--- src/rtl/encoder_pkg.sv ---
// Shared decoder definitions for encoder_scanner.
// Holds the four quadrature transition codes, written as {sa,oa,sb,ob},
// and the step type that the decoder produces.
package encoder_pkg;

  typedef enum logic [1:0] {
    STEP_NONE = 2'd0,
    STEP_UP   = 2'd1,
    STEP_DOWN = 2'd2
  } step_t;

  // A rises while B is low, or A falls while B is high
  localparam logic [3:0] CODE_UP_A   = 4'b1000;
  localparam logic [3:0] CODE_UP_B   = 4'b0111;
  // B rises while A is low, or B falls while A is high
  localparam logic [3:0] CODE_DOWN_A = 4'b0010;
  localparam logic [3:0] CODE_DOWN_B = 4'b1101;

endpackage

--- src/rtl/encoder_scanner_sync2.sv ---
// sync2: two-flop synchronizer for a bus of independent asynchronous bits.
// Ports: clk, reset (async, active-high), d (async input), q (synchronized).
module sync2 #(
  parameter int unsigned W = 2
) (
  input  logic         clk,
  input  logic         reset,
  input  logic [W-1:0] d,
  output logic [W-1:0] q
);

  logic [W-1:0] meta;

  always_ff @(posedge clk or posedge reset) begin
    if (reset) begin
      meta <= '0;
      q    <= '0;
    end else begin
      meta <= d;
      q    <= meta;
    end
  end

endmodule

--- src/rtl/encoder_scanner.sv ---
// encoder_scanner: time-multiplexed quadrature decoder for NUM_CH encoders.
// One shared decoder visits channel ptr per cycle while scan_en is high and
// steps that channel's value by INCREMENT; the host may preload any channel.
// Ports:
//   clk, reset           clock, async active-high reset
//   scan_en              advance the scan pointer one channel per cycle
//   a, b                 raw encoder phases, one bit per channel
//   load_valid/ch/value  single-cycle preload of one channel value
//   values               all channel values, channel i at [i*WIDTH +: WIDTH]
//   upd_valid/ch/dir     pulse reporting a stepped channel and its direction
// Build option: define ENCODER_SCANNER_SATURATE_EN to clamp values at
// 0 and 2^WIDTH-1 instead of wrapping.
module encoder_scanner
  import encoder_pkg::*;
#(
  parameter int unsigned NUM_CH    = 3,
  parameter int unsigned WIDTH     = 8,
  parameter int unsigned INCREMENT = 1
) (
  input  logic                      clk,
  input  logic                      reset,
  input  logic                      scan_en,
  input  logic [NUM_CH-1:0]         a,
  input  logic [NUM_CH-1:0]         b,
  input  logic                      load_valid,
  input  logic [$clog2(NUM_CH)-1:0] load_ch,
  input  logic [WIDTH-1:0]          load_value,
  output logic [NUM_CH*WIDTH-1:0]   values,
  output logic                      upd_valid,
  output logic [$clog2(NUM_CH)-1:0] upd_ch,
  output logic                      upd_dir
);

  localparam int unsigned CH_W = $clog2(NUM_CH);
  localparam int unsigned VW   = WIDTH + 1;

  logic [2*NUM_CH-1:0] s_ab;
  logic [NUM_CH-1:0]   sa, sb;
  logic [NUM_CH-1:0]   oa, ob;
  logic [CH_W-1:0]     ptr;

  logic                cur_sa, cur_sb, cur_oa, cur_ob;
  logic [3:0]          code;
  step_t               step;
  logic [WIDTH-1:0]    cur_val, up_val, dn_val, new_val;
  logic                load_hit, load_same, do_step;
`ifdef ENCODER_SCANNER_SATURATE_EN
  logic [VW-1:0]       sum;
`endif

  sync2 #(.W(2*NUM_CH)) u_sync (
    .clk   (clk),
    .reset (reset),
    .d     ({a, b}),
    .q     (s_ab)
  );

  assign sa = s_ab[2*NUM_CH-1:NUM_CH];
  assign sb = s_ab[NUM_CH-1:0];

  // Shared decoder: select the visited channel, classify its transition,
  // and form the stepped value.
  always_comb begin
    cur_sa  = 1'b0;
    cur_sb  = 1'b0;
    cur_oa  = 1'b0;
    cur_ob  = 1'b0;
    cur_val = '0;
    for (int unsigned i = 0; i < NUM_CH; i++) begin
      if (ptr == CH_W'(i)) begin
        cur_sa  = sa[i];
        cur_sb  = sb[i];
        cur_oa  = oa[i];
        cur_ob  = ob[i];
        cur_val = values[i*WIDTH +: WIDTH];
      end
    end

    code = {cur_sa, cur_oa, cur_sb, cur_ob};
    step = STEP_NONE;
    if (scan_en) begin
      case (code)
        CODE_UP_A, CODE_UP_B:     step = STEP_UP;
        CODE_DOWN_A, CODE_DOWN_B: step = STEP_DOWN;
        default:                  step = STEP_NONE;
      endcase
    end

`ifdef ENCODER_SCANNER_SATURATE_EN
    sum    = VW'(cur_val) + VW'(INCREMENT);
    up_val = sum[WIDTH] ? {WIDTH{1'b1}} : sum[WIDTH-1:0];
    dn_val = (VW'(INCREMENT) > VW'(cur_val)) ? '0 : cur_val - WIDTH'(INCREMENT);
`else
    up_val = cur_val + WIDTH'(INCREMENT);
    dn_val = cur_val - WIDTH'(INCREMENT);
`endif
    new_val = (step == STEP_UP) ? up_val : dn_val;

    // A load to the visited channel overrides the step that cycle.
    load_hit  = load_valid && (32'(load_ch) < NUM_CH);
    load_same = load_hit && (load_ch == ptr);
`ifdef ENCODER_SCANNER_SATURATE_EN
    do_step   = (step != STEP_NONE) && (new_val != cur_val) && !load_same;
`else
    do_step   = (step != STEP_NONE) && !load_same;
`endif
  end

  // Scan pointer, per-channel phase history, values and update report.
  always_ff @(posedge clk or posedge reset) begin
    if (reset) begin
      ptr       <= '0;
      oa        <= '0;
      ob        <= '0;
      values    <= '0;
      upd_valid <= 1'b0;
      upd_ch    <= '0;
      upd_dir   <= 1'b0;
    end else begin
      upd_valid <= do_step;
      upd_ch    <= ptr;
      upd_dir   <= (step == STEP_UP);

      if (scan_en) begin
        for (int unsigned i = 0; i < NUM_CH; i++) begin
          if (ptr == CH_W'(i)) begin
            oa[i] <= cur_sa;
            ob[i] <= cur_sb;
          end
        end
        ptr <= (ptr == CH_W'(NUM_CH - 1)) ? '0 : ptr + CH_W'(1);
      end

      for (int unsigned i = 0; i < NUM_CH; i++) begin
        if (load_hit && (load_ch == CH_W'(i))) begin
          values[i*WIDTH +: WIDTH] <= load_value;
        end else if (do_step && (ptr == CH_W'(i))) begin
          values[i*WIDTH +: WIDTH] <= new_val;
        end
      end
    end
  end

endmodule
--- config.mk ---
export PLATFORM = sky130hd
export DESIGN_NAME = encoder_scanner
export DESIGN_NICKNAME = d
export VERILOG_FILES = /design/src/rtl/encoder_pkg.sv /design/src/rtl/encoder_scanner_sync2.sv /design/src/rtl/encoder_scanner.sv
export SDC_FILE = /design/constraint.sdc
export NUM_CORES = 1
export LEC_CHECK = 0
export ABC_AREA = 1
export BUFFER_PORTS_ARGS = -buffer_cell sky130_fd_sc_hd__buf_4
export CAP_MARGIN = 15
export CELL_PAD_IN_SITES_DETAIL_PLACEMENT = 1
export CELL_PAD_IN_SITES_GLOBAL_PLACEMENT = 1
export CORE_MARGIN = 2
export CORE_UTILIZATION = 45
export DETAILED_ROUTE_END_ITERATION = 7
export GPL_TIMING_DRIVEN = 0
export PLACE_DENSITY_LB_ADDON = 0.08
export SLEW_MARGIN = 30
export SYNTH_ARGS = -nofsm -noshare
export SYNTH_HDL_FRONTEND = slang
export SYNTH_SLANG_ARGS = --single-unit
export TNS_END_PERCENT = 30
--- constraint.sdc ---
create_clock -name clk -period 5.5 [get_ports clk]
set_input_delay 0.275 -clock clk [delete_from_list [all_inputs] [get_ports clk]]
set_output_delay 0.275 -clock clk [all_outputs]
set_load 0.01 [all_outputs]
After elaboration in Yosys (flattened, before gate mapping). Cells that the tools add are included.

$mul: 0. Add/sub/neg operators: 3. Div/mod/pow operators: 0. Eq/ne operators: 10. Bitwise gates (word level): 0. Multiplexer cells: 25. Shift operators: 0. Reductions and logical operators: 21. Magnitude comparators: 1.

Operator list (count): $mux W8 (10); $mux W1 (12); $logic_and A1 B1 Y1 (9); $add A8 B1 Y8 const B (1); $eq A4 B4 Y1 const B (2); $reduce_bool A2 Y1 (4); $sub A8 B1 Y8 const B (1); $eq A2 B1 Y1 const B (3); $reduce_and A2 Y1 (3); $eq A2 B2 Y1 const B (2); $eq A4 B2 Y1 const B (1); $eq A4 B3 Y1 const B (1); $logic_not A2 Y1 (2); $mux W2 (2); $pmux W2 S2 (1); $reduce_or A2 Y1 (2); $add A2 B1 Y2 const B (1); $eq A2 B2 Y1 (1); $lt A2 B2 Y1 const B (1); $logic_not A1 Y1 (1).

Output and inout port bits: 28. Bits of input ports: 20. Memories: 0. Bits in registers: 48. Latch bits: 0. ROM bits: 0. RAM bits: 0. Logic and storage cells: 75.

Logic depth before layout (Yosys ltp). Gate-level depths: netlist of the first run.

Depth after elaboration: 13. Mapped depth: 23. Mapped depth without buffers: 21.

Modules after synthesis. Synthesis of the first run repeated with hierarchy kept, for this count alone.

Cell total of the unflattened synthesis: 344. Area total of the unflattened synthesis: 2747.6 um^2.

By module, submodules not included: encoder_scanner (sequential area each 900.9 um^2, cells an instance 331, area each 2443.6 um^2, times used 1); sync2 (sequential area each 300.3 um^2, cells an instance 13, area each 304.0 um^2, times used 1).

Worst setup path before layout of the first run. No wires, ideal clock.

Path type: register to register. Start: reg ptr[0]. End: reg values[22]. Cell stages (with the launch flop): 24. Arrival: 2.585 ns. Setup time: 0.115 ns. Path buffers: 2. Period minus slack after synthesis: 2.700 ns. Required time: 5.385 ns. Setup slack: 2.800 ns. Path through: dfrtp_1 -> buf_6 -> inv_4 -> buf_6 -> nand3_2 -> nand3_4 -> nand2_1 -> inv_2 -> nand2_1 -> nand2_1 -> nand2_1 -> inv_1 -> fa_1 -> nand3b_1 -> nand2_1 -> nand2_1 -> nand2_1 -> nand2_1 -> nand2_1 -> nand2_1 -> nand2_1 -> o21ai_0 -> nand2_1 -> nand2_2.

Cells in the longest elaborated chain, start to end: 12. Elaborated cells between the ends (all ways): 39. Classes of those cells: 2 x add/sub; 8 x eq/ne; 20 x mux; 9 x reduce/logical.

Ends and longest elaborated chain: from (decl) (line encoder_scanner.sv:40) `logic [CH_W-1:0] ptr;`; from (signal assigned) (line encoder_scanner.sv:131) `ptr <= (ptr == CH_W'(NUM_CH - 1)) ? '0 : ptr + CH_W'(1);`; $logic_not A2 Y1 (line encoder_scanner.sv:70) `if (ptr == CH_W'(i)) begin`; $mux W1 (3 in series) (line encoder_scanner.sv:70); $eq A4 B2 Y1 (tied with other cells) (line encoder_scanner.sv:82) `case (code)`; $reduce_or A2 Y1 (line encoder_scanner.sv:82); $pmux W2 S2 (line encoder_scanner.sv:82); $mux W2 (line encoder_scanner.sv:81) `if (scan_en) begin`; $eq A2 B1 Y1 or $reduce_bool A2 Y1 (tied branches) (line encoder_scanner.sv:97, encoder_scanner.sv:105); $mux W8 or $logic_and A1 B1 Y1 (tied branches) (line encoder_scanner.sv:97, encoder_scanner.sv:105); $mux W8 or $logic_and A1 B1 Y1 (tied branches) (line encoder_scanner.sv:137) `end else if (do_step && (ptr == CH_W'(i))) begin`; $mux W8 or $reduce_bool A2 Y1 (tied branches); to (signal, indexed assignment) (line encoder_scanner.sv:136) `values[i*WIDTH +: WIDTH] <= load_value;`; to (signal, indexed assignment) (line encoder_scanner.sv:138) `values[i*WIDTH +: WIDTH] <= new_val;`; to (decl) (line encoder_scanner.sv:28) `output logic [NUM_CH*WIDTH-1:0] values,`.

Parallel ways exist; a longest one is shown, timed or not. The select of a mux whose other input is x is not followed. A chain may end at the register's enable or synchronous reset.

Final worst setup path of the first run.
Start: reg ptr[1]. End: reg values[22].

The elaborated chain is that of the path after synthesis.

==> impl_metrics.toml, run 1 <==
[place]
placed_area_um2 = 3346
gp_congestion = 0.8263
pre_cts_ws_ps = 2230
post-dp-hpwl_um = 5899
port_buffers = 47
place_inst = 470

[floorplan]
core_area_um2 = 6277
design.portCount = 48
die-height_um = 84.20
die_x_um = 84.20
dieArea_um2 = 7089
initial_utilization = 0.4610
rows = 29

[final_layout]
final_cell_mix = "nand2_1, dfrtp_1, buf_4, nor2_1, inv_1"
fin_nets = 427
drive_gt1_frac = 0.3017
diodes = 0
final_cells = 478
fin_area_um2 = 3462
fillerInstances = 767
final_common_cell = "nand2_1"
area_delta_synth_final_pct = 19.63

[critical_path]
worstPathCellList = "buf_6, inv_4, nand3_1, nand2_1, nor2_2, nor2_1, nand2_1, nand2_1, nand2_1, inv_1, fa_1, nand3b_1, nand2_1, nand2_1, nand2_1, nand2_1, nand2_1, nand2_1, nand2_1, o21ai_0, nand2_1, nand2_2"
r2r_cells = 22
r2r_slack_ps = 2120
critPathCaptureType = "register"
required_ps = 5700
reg2reg_from = "ptr[1]$_DFFE_PP0P_"
crit_top_cell = "nand2_1"
arrival_ps = 3590
crit_fanout = 9
slowest_delay_ps = 480
start_kind = "register"
r2r_end = "values[22]$_DFFE_PP0P_"
crit_type = "register to register"
slowest_stage = "fa_1"

[yosys]
seq_area_frac_synth = 0.4150
avgSynthCellArea_um2 = 8.364
yosys_warnings = 0
synth_area_leaders = "dfrtp_1, nand2_1, nor2_1"
yosysTopAreaCell = "dfrtp_1"
synthDominantCellAreaShare = 0.4150
ys_types = 34
synthCells = 346
postSynth.asyncResetShare = 1.000
ys.flop_type = "dfrtp_1"
synth_nets = 373
syn_area_um2 = 2894
synth-edff-count = 0
synth-seq-cells = 48

[clocking]
clk_latency_ps = 310
postCtsSetupBuffers = 0
numCtsBuffers = 5
cts_buffer_depth = 2
cts.htree.levels = 2
cts_hold_buf = 0
clock-root-buffer = "clkbuf_8"
cts_tree = "yes"
cts_sinks = 48
ctsResizeCount = 0
path_clk_slew_ps = 100

[global_routing]
grt_pass1_wl_um = 13230
grt_usage = 0.2412
antenna_found_initial = 0
grt_pass1_vias = 2589
grt-ovfl-total = 0
grt_start_max_net_pins = 49

[power_and_ir_drop]
power.total_w = 0.002212
vdd_ir_drop_max_uv = 279.0
p_leak_nw = 1.818
p_per_area_nw_per_um2 = 639.0

[sta]
setup_tns_ps = 0
fin_skew_ps = 10.24
setup_viol = 0
setup_slack_ps = 2116
hold_viol = 0
rsz0062_at_grt = "false"
max_slew_margin = 0.4048
worst_pin_slew_ps = 885.9
fin_crit_sh = 0.6153
period_minus_slack_ps = 3384
fmaxAchievable_mhz = 295.5
drv_slew = 0

[routing]
antenna_left = 0
routed_wl_um = 8156
dr.pass1.iters = 4
vias = 2467
wl_per_cell_um = 17.06
drc_errors = 0
drtIter0Drc = 91
viasPerCell = 5.161

[worst_hold_path]
hp-class = "input pin to asynchronous set/reset pin"

[run]
cap_viol_max_count = 0

[status]
status = "finished clean"
power breakdown:
part           internal (W)  switching (W)  total, W
registers          0.000479       0.000104  0.000583
logic              0.000531       0.000833   0.00136
clock network      0.000137       0.000128  0.000265
total               0.00115        0.00107   0.00221
flip-flops by register name, indices dropped and copies added (netlist names):
| signal | count |
|---|---|
| oa | 3 |
| ob | 3 |
| ptr | 2 |
| u_sync.meta | 6 |
| u_sync.q | 6 |
| upd_ch | 2 |
| upd_dir | 1 |
| upd_valid | 1 |
| values | 24 |
cell type report:
cell class              instances  area (um2)  area share
flip-flops and latches         48        1201      0.3469
inverters                      40       170.2     0.04915
clock buffers                   5       68.82     0.01988
well taps                      77       96.34     0.02783
clock inverters                 3       47.55     0.01373
multi-input cells             254        1480      0.4275
plain buffers                   4       45.04     0.01301
repair buffers                 47       352.8      0.1019
critical path, delay by kind of cell (launching register included):
family | cells | cell delay, ps
and+or+nand+nor | 17 | 1890
adders and majority gates | 1 | 480
buffers and inverters | 3 | 410
DFF | 1 | 370
AOI/OAI and AO/OA | 1 | 100
worst max-delay path by stage:
| stage | endpoint | slack [ps] | from | cells past startpoint |
|---|---|---|---|---|
| after floorplan | values[22]$_DFFE_PP0P_ | 2800 | ptr[0]$_DFFE_PP0P_ | 23 |
| after global routing | values[22]$_DFFE_PP0P_ | 1820 | ptr[1]$_DFFE_PP0P_ | 22 |
| after CTS | values[22]$_DFFE_PP0P_ | 2110 | ptr[1]$_DFFE_PP0P_ | 22 |
| final | values[22]$_DFFE_PP0P_ | 2120 | ptr[1]$_DFFE_PP0P_ | 22 |
| after detailed placement | values[22]$_DFFE_PP0P_ | 2230 | ptr[1]$_DFFE_PP0P_ | 22 |
| after global placement | values[22]$_DFFE_PP0P_ | 2300 | ptr[1]$_DFFE_PP0P_ | 22 |
layer usage:
metal | vias up | GRT usage | routed length [um]
met5 | - | 0 | 0
met3 | 10 | 0.04425 | 407
met4 | 0 | 0.06598 | 110
met2 | 60 | 0.4004 | 3936
met1 | 1183 | 0.3252 | 3702
li1 | 1214 | - | -
Yosys cell counts, types with 3 or more instances:
cell,count
nand2_1,78
inv_1,33
ha_1,6
buf_6,4
dfrtp_1,48
nor3_1,7
nor2_8,3
nand3_4,3
nand3_2,6
nand2_4,9
o22ai_1,5
nand2_2,26
nor2_1,46
nand3b_1,4
o21ai_0,13
inv_4,3
o21a_1,4
a21oi_1,8
nand3_1,20
kinds of logic (layout without fill, tap and decap cells):
logic type	after synthesis	in the layout	share of synthesized area
AOI/OAI and AO/OA	39	39	0.09166
xor gates and xnor gates	2	2	0.006054
adders and majority gates	7	7	0.03286
buffers and inverters	44	99	0.07350
DFF	48	48	0.4150
and+or+nand+nor	206	206	0.3809
per-stage QoR:
stage                     hold WS (ps)    util
final                            39.62  0.5515
after global routing             48.86  0.5515
after CTS                        60.15  0.5515
after detailed placement         335.6  0.5330
after global placement           332.4  0.5326
after floorplan                  306.4       -
Note: power is estimated with default switching activity, not from simulation.
==> run 2: changes to the inputs <==
--- a/config.mk
+++ b/config.mk
@@ -11,7 +11,7 @@
 export CELL_PAD_IN_SITES_DETAIL_PLACEMENT = 1
 export CELL_PAD_IN_SITES_GLOBAL_PLACEMENT = 1
 export CORE_MARGIN = 2
-export CORE_UTILIZATION = 45
+export CORE_UTILIZATION = 38
 export DETAILED_ROUTE_END_ITERATION = 7
 export GPL_TIMING_DRIVEN = 0
 export PLACE_DENSITY_LB_ADDON = 0.08
==> constraint.sdc (replaced) <==
create_clock -name clk -period 2.8 [get_ports clk]
set_input_delay 0.14 -clock clk [delete_from_list [all_inputs] [get_ports clk]]
set_output_delay 0.14 -clock clk [all_outputs]
set_load 0.01 [all_outputs]
==> run 2 against run 1 <==
Effect of this change: critical path depth unchanged; sequential cell count stayed put; the flow now finishes with violations (negative setup slack); die area increased by 18%; register-to-register slack got worse by 2100 ps; clock power grew 140%; final area is 15% higher; wire length up 8.1%; global-route usage fell by 2.4 points; critical path type unchanged; non-clock buffer count grew 25.
==> impl_metrics.toml, run 2 (synthesis results as in run 1) <==
[status]
status = "finished, violations left"
violations = "negative setup slack"

[sta]
setup_viol = 2
max_slew_margin = 0.4167
setup_tns_ps = -9.571
drv_slew = 0
fin_skew_ps = 14.12
setup_slack_ps = -8.127
hold_viol = 0
rsz0062_at_grt = "true"
fin_crit_sh = 1.003
worst_pin_slew_ps = 868.3
period_minus_slack_ps = 2808
hold_ws_ps = 74.27
fmaxAchievable_mhz = 356.1

[place]
port_buffers = 47
gp_congestion = 0.8726
place_inst = 492
post-dp-hpwl_um = 6101

[clocking]
numCtsBuffers = 5
cts_sinks = 48
clk_latency_ps = 310
path_clk_slew_ps = 110
clock-root-buffer = "clkbuf_8"
cts_buffer_depth = 2
cts_tree = "yes"
cts.htree.levels = 2

[routing]
vias = 2607
drc_errors = 0
drtIter0Drc = 72
dr.pass1.iters = 4
routed_wl_um = 8817
viasPerCell = 4.966
wl_per_cell_um = 16.79
antenna_left = 0

[final_layout]
fin_util = 0.5438
final_common_cell = "nand2_1"
area_delta_synth_final_pct = 37.74
fillerInstances = 865
drive_gt1_frac = 0.4108
diodes = 0
top_regs = "values: 24 flops, u_sync.meta: 6 flops, u_sync.q: 6 flops"
fin_nets = 452
final_cells = 525
final_cell_mix = "nand2_1, buf_4, dfrtp_1, nor2_1, nand2_2"
largest_reg_flops = 24
top_register = "values"

[global_routing]
antenna_found_initial = 0
grt-ovfl-total = 0
grt_pass1_vias = 2746
grt_pass1_wl_um = 14060
grt_usage = 0.2177
grt_start_max_net_pins = 49

[floorplan]
initial_utilization = 0.3948
die-height_um = 91.27
die_x_um = 91.27
dieArea_um2 = 8330
rows = 31
design.portCount = 48
core_area_um2 = 7331

[critical_path]
reg2reg_from = "ptr[0]$_DFFE_PP0P_"
startpoint = "ptr[0]$_DFFE_PP0P_"
crit_type = "register to register"
start_kind = "register"
arrival_ps = 3020
r2r_slack_ps = -8
worstSetupEndpoint = "values[22]$_DFFE_PP0P_"
crit_top_cell = "nand2_2"
r2r_cells = 22
worstPathCellList = "buf_8, inv_6, nand3_1, inv_2, nor2_8, nor2_4, nand2_2, nand2_2, nand2_4, buf_4, ha_4, nand3b_1, nand2_2, nand2_2, nand2_2, nand2_2, nand2_2, nand2_2, nand2_4, o21ai_2, nand2_1, nand2_2"
slowest_stage = "dfrtp_1"
critPathCaptureType = "register"
required_ps = 3010
r2r_end = "values[22]$_DFFE_PP0P_"
slowest_delay_ps = 420
crit_fanout = 6

[power_and_ir_drop]
p_leak_nw = 2.007
power.total_w = 0.005214
p_per_area_nw_per_um2 = 1308
vdd_ir_drop_max_uv = 462.8

[run]
cap_viol_max_count = 0

[worst_hold_path]
hp-class = "input pin to register"
run 2: power breakdown:
part | leakage, nW | internal, W | switching [W] | total (W)
clock | 0.0687 | 0.000360 | 0.000264 | 0.000624
combinational | 1.35 | 0.00147 | 0.00197 | 0.00344
sequential | 0.585 | 0.000940 | 0.000212 | 0.00115
total | 2.01 | 0.00277 | 0.00245 | 0.00521
run 2: area by class of cell:
type | instances | area (um2) | share of cell area
Inverter | 40 | 175.2 | 0.04394
Buffer | 4 | 70.07 | 0.01758
Clock buffer | 5 | 68.82 | 0.01726
Tap cell | 99 | 123.9 | 0.03107
Clock inverter | 3 | 68.82 | 0.01726
Sequential cell | 48 | 1201 | 0.3013
Multi-Input combinational cell | 254 | 1704 | 0.4275
Timing Repair Buffer | 72 | 574.3 | 0.1441
run 2: layer usage:
metal  vias up  GRT usage  wire [um]
met2        60     0.3765       4366
met5         -          0          0
li1       1264          -          -
met1      1272     0.2891       3956
met3        11    0.03485        378
met4         0    0.04293        115
run 2: worst max-delay path, delay by kind of cell, from the launching register on:
family	cells	cell delay, ps
simple gates	16	1400
buf+inv	4	530
flops	1	420
fa+ha+maj	1	300
compound gates	1	50
run 2: per-stage QoR:
step / setup WS, ps / cell area (um2)
2_1_floorplan: 99.65 / 2894
3_3_place_gp: -387.6 / 3371
3_5_place_dp: -514.9 / 3378
4_1_cts: -8.321 / 3757
5_1_grt: -145.3 / 3986
6_report: -8.127 / 3986
run 2: how the worst min path moves through the flow:
stage	start	end	slack [ps]	depth (start not counted)
after floorplan	b[0]	u_sync.meta[0]$_DFF_PP0_	170	0
after global placement	a[0]	u_sync.meta[3]$_DFF_PP0_	250	1
after detailed placement	b[0]	u_sync.meta[0]$_DFF_PP0_	250	1
after CTS	scan_en	ptr[1]$_DFFE_PP0P_	70	2
after global routing	scan_en	ptr[1]$_DFFE_PP0P_	80	2
final	scan_en	ptr[1]$_DFFE_PP0P_	70	2
run 2: what timing repair did:
action	in CTS	in global routing
endpoints found under the setup margin	18	15
buffers inserted	8	10
endpoints found under the hold margin	54	0
gates resized for setup	21	40
pin swaps	6	19
hold buffers	7	0
==> run 3: changes to the inputs <==
--- a/config.mk
+++ b/config.mk
@@ -13,8 +13,10 @@
 export CORE_MARGIN = 2
 export CORE_UTILIZATION = 38
 export DETAILED_ROUTE_END_ITERATION = 7
+export GPL_ROUTABILITY_DRIVEN = 0
 export GPL_TIMING_DRIVEN = 0
 export PLACE_DENSITY_LB_ADDON = 0.08
+export RECOVER_POWER = 100
 export SLEW_MARGIN = 30
 export SYNTH_ARGS = -nofsm -noshare
 export SYNTH_HDL_FRONTEND = slang
==> run 3 against run 2 <==
Effect of this change: the flow finishes with violations (max-capacitance violations, max-slew violations, negative setup slack); critical endpoint unchanged; utilization fell by 1.5 points; hold slack barely moved; highest routed layer unchanged; sequential cell count did not move; sequential power barely moved; clock power barely moved; largest cell class unchanged; critical path type unchanged; wire length fell by 0.59%; cell count did not move.
==> impl_metrics.toml, run 3 (synthesis results as in run 1) <==
[clocking]
clk_latency_ps = 310
clock-root-buffer = "clkbuf_8"
cts_buffer_depth = 2
numCtsBuffers = 5
cts.htree.levels = 2
cts_tree = "yes"
path_clk_slew_ps = 110
cts_sinks = 48

[floorplan]
design.portCount = 48
die_x_um = 91.27
rows = 31
die-height_um = 91.27
initial_utilization = 0.3948
core_area_um2 = 7331
dieArea_um2 = 8330

[routing]
wl_per_cell_um = 16.70
dr.pass1.iters = 4
routed_wl_um = 8765
vias = 2605
antenna_left = 0
drc_errors = 0
viasPerCell = 4.962
drtIter0Drc = 80

[critical_path]
crit_fanout = 6
critPathCaptureType = "register"
r2r_slack_ps = -1
crit_type = "register to register"
start_kind = "register"
arrival_ps = 3010
required_ps = 3010

[power_and_ir_drop]
p_leak_nw = 1.899
power_frac_comb = 0.650
vdd_ir_drop_max_uv = 444.2
p_clk_frac = 0.123
swShare = 0.4811
switching_power_w = 0.002432
seq_power_share = 0.227
p_per_area_nw_per_um2 = 1303
p_int_w = 0.002623

[final_layout]
drive_gt1_frac = 0.3427
diodes = 0
fillerInstances = 883
fin_nets = 452
final_common_cell = "nand2_1"
largest_reg_flops = 24
top_regs = "values: 24 flops, u_sync.meta: 6 flops, u_sync.q: 6 flops"
top_register = "values"
final_cell_mix = "nand2_1, dfrtp_1, nor2_1, nand2_2, inv_1"
area_delta_synth_final_pct = 34.03

[global_routing]
grt_use_met3 = 0.03485
gr-usage-met2 = 0.3765
grt_start_max_net_pins = 49
grt_usage = 0.2177
grt-ovfl-total = 0
grt_busiest_layer = "met2"
grt_pass1_wl_um = 14060
grt_pass1_vias = 2746
antenna_found_initial = 0
use_met1 = 0.2891

[sta]
fin_crit_sh = 1.000
fmaxAchievable_mhz = 357.0
rsz0062_at_grt = "true"
setup_viol = 1
period_minus_slack_ps = 2801
setup_slack_ps = -1.253
setup_tns_ps = -1.253
fin_skew_ps = 13.90
worst_pin_slew_ps = 1825
max_slew_margin = -0.2178
hold_viol = 0
drv_slew = 49

[place]
port_buffers = 47
pre_cts_ws_ps = -514.9
post-dp-hpwl_um = 6101

[status]
status = "finished, violations left"
violations = "max-capacitance violations, max-slew violations, negative setup slack"

[worst_hold_path]
hp-class = "input pin to register"

[run]
cap_viol_max_count = 1
[run 3: cell count changes in the layout (fill, tap and decap cells not counted), sizes merged]
cell | before | now
buf | 69 | 34
clkbuf | 5 | 40
[run 3: power by group through the flow]
| stage | Combinational (W) | Clock (W) | Sequential (W) |
|---|---|---|---|
| after floorplan | 0.00178 | 0 | 0.00121 |
| after global placement | 0.00257 | 0 | 0.00115 |
| after detailed placement | 0.00265 | 0 | 0.00115 |
| after CTS | 0.00295 | 0.000635 | 0.00114 |
| after global routing | 0.00359 | 0.000660 | 0.00119 |
| final | 0.00329 | 0.000621 | 0.00115 |
[run 3: critical path: stages, from the launching register on]
cell	delay [ps]
dfrtp_1	420
buf_8	160
inv_6	60
nand3_1	150
inv_2	150
nor2_8	50
nor2_4	90
nand2_2	60
nand2_2	90
nand2_4	90
buf_4	160
ha_4	300
nand3b_1	120
nand2_2	110
nand2_2	70
nand2_2	60
nand2_2	70
nand2_2	90
nand2_2	70
nand2_4	90
o21ai_2	50
nand2_1	120
nand2_2	50
[run 3: per-stage QoR]
| stage | cell area, um2 | util | total power (W) | instances | hold slack [ps] |
|---|---|---|---|---|---|
| after detailed placement | 3378 | 0.4608 | 0.003805 | 492 | 250.3 |
| after floorplan | 2894 | - | 0.002990 | 346 | 171.4 |
| after global placement | 3371 | 0.4598 | 0.003712 | 492 | 249.1 |
| after global routing | 3879 | 0.5291 | 0.005438 | 525 | 82.52 |
| final | 3879 | 0.5291 | 0.005055 | 525 | 74.17 |
| after CTS | 3757 | 0.5125 | 0.004731 | 515 | 69.81 |
[run 3: per-layer routing]
layer | share of wire | wire [um] | vias up
li1 | - | - | 1265
met1 | 0.45 | 3981 | 1275
met2 | 0.50 | 4350 | 57
met3 | 0.040 | 347 | 8
met4 | 0.0097 | 85 | 0
met5 | 0 | 0 | -
[run 3: path summary, 6_finish.rpt]
check	start	end	depth (start not counted)
worst max-delay path	ptr[0]$_DFFE_PP0P_	values[22]$_DFFE_PP0P_	22
worst min-delay path	scan_en	ptr[1]$_DFFE_PP0P_	2
worst max register to register	ptr[0]$_DFFE_PP0P_	values[22]$_DFFE_PP0P_	22
worst min register to register	u_sync.meta[1]$_DFF_PP0_	u_sync.q[1]$_DFF_PP0_	0
max in group asynchronous	reset	values[7]$_DFFE_PP0P_	3
min in group asynchronous	reset	values[1]$_DFFE_PP0P_	3
[run 3: repair_timing]
action                     4_1_cts  5_1_grt
pin swaps                        6       19
setup buffers                    8       10
hold endpoints to repair        54        0
setup endpoints to repair       18       15
hold buffers                     7        0
gates resized for setup         21       40
gates cloned                     0        0
[run 3: area by class of cell]
class / count / area (um2) / share of cell area
multi-input cells: 254 / 1704 / 0.4394
flip-flops and latches: 48 / 1201 / 0.3097
repair buffers: 72 / 469.2 / 0.1210
inverters: 40 / 172.7 / 0.04452
well taps: 99 / 123.9 / 0.03194
plain buffers: 4 / 70.07 / 0.01806
clock buffers: 5 / 68.82 / 0.01774
clock inverters: 3 / 68.82 / 0.01774
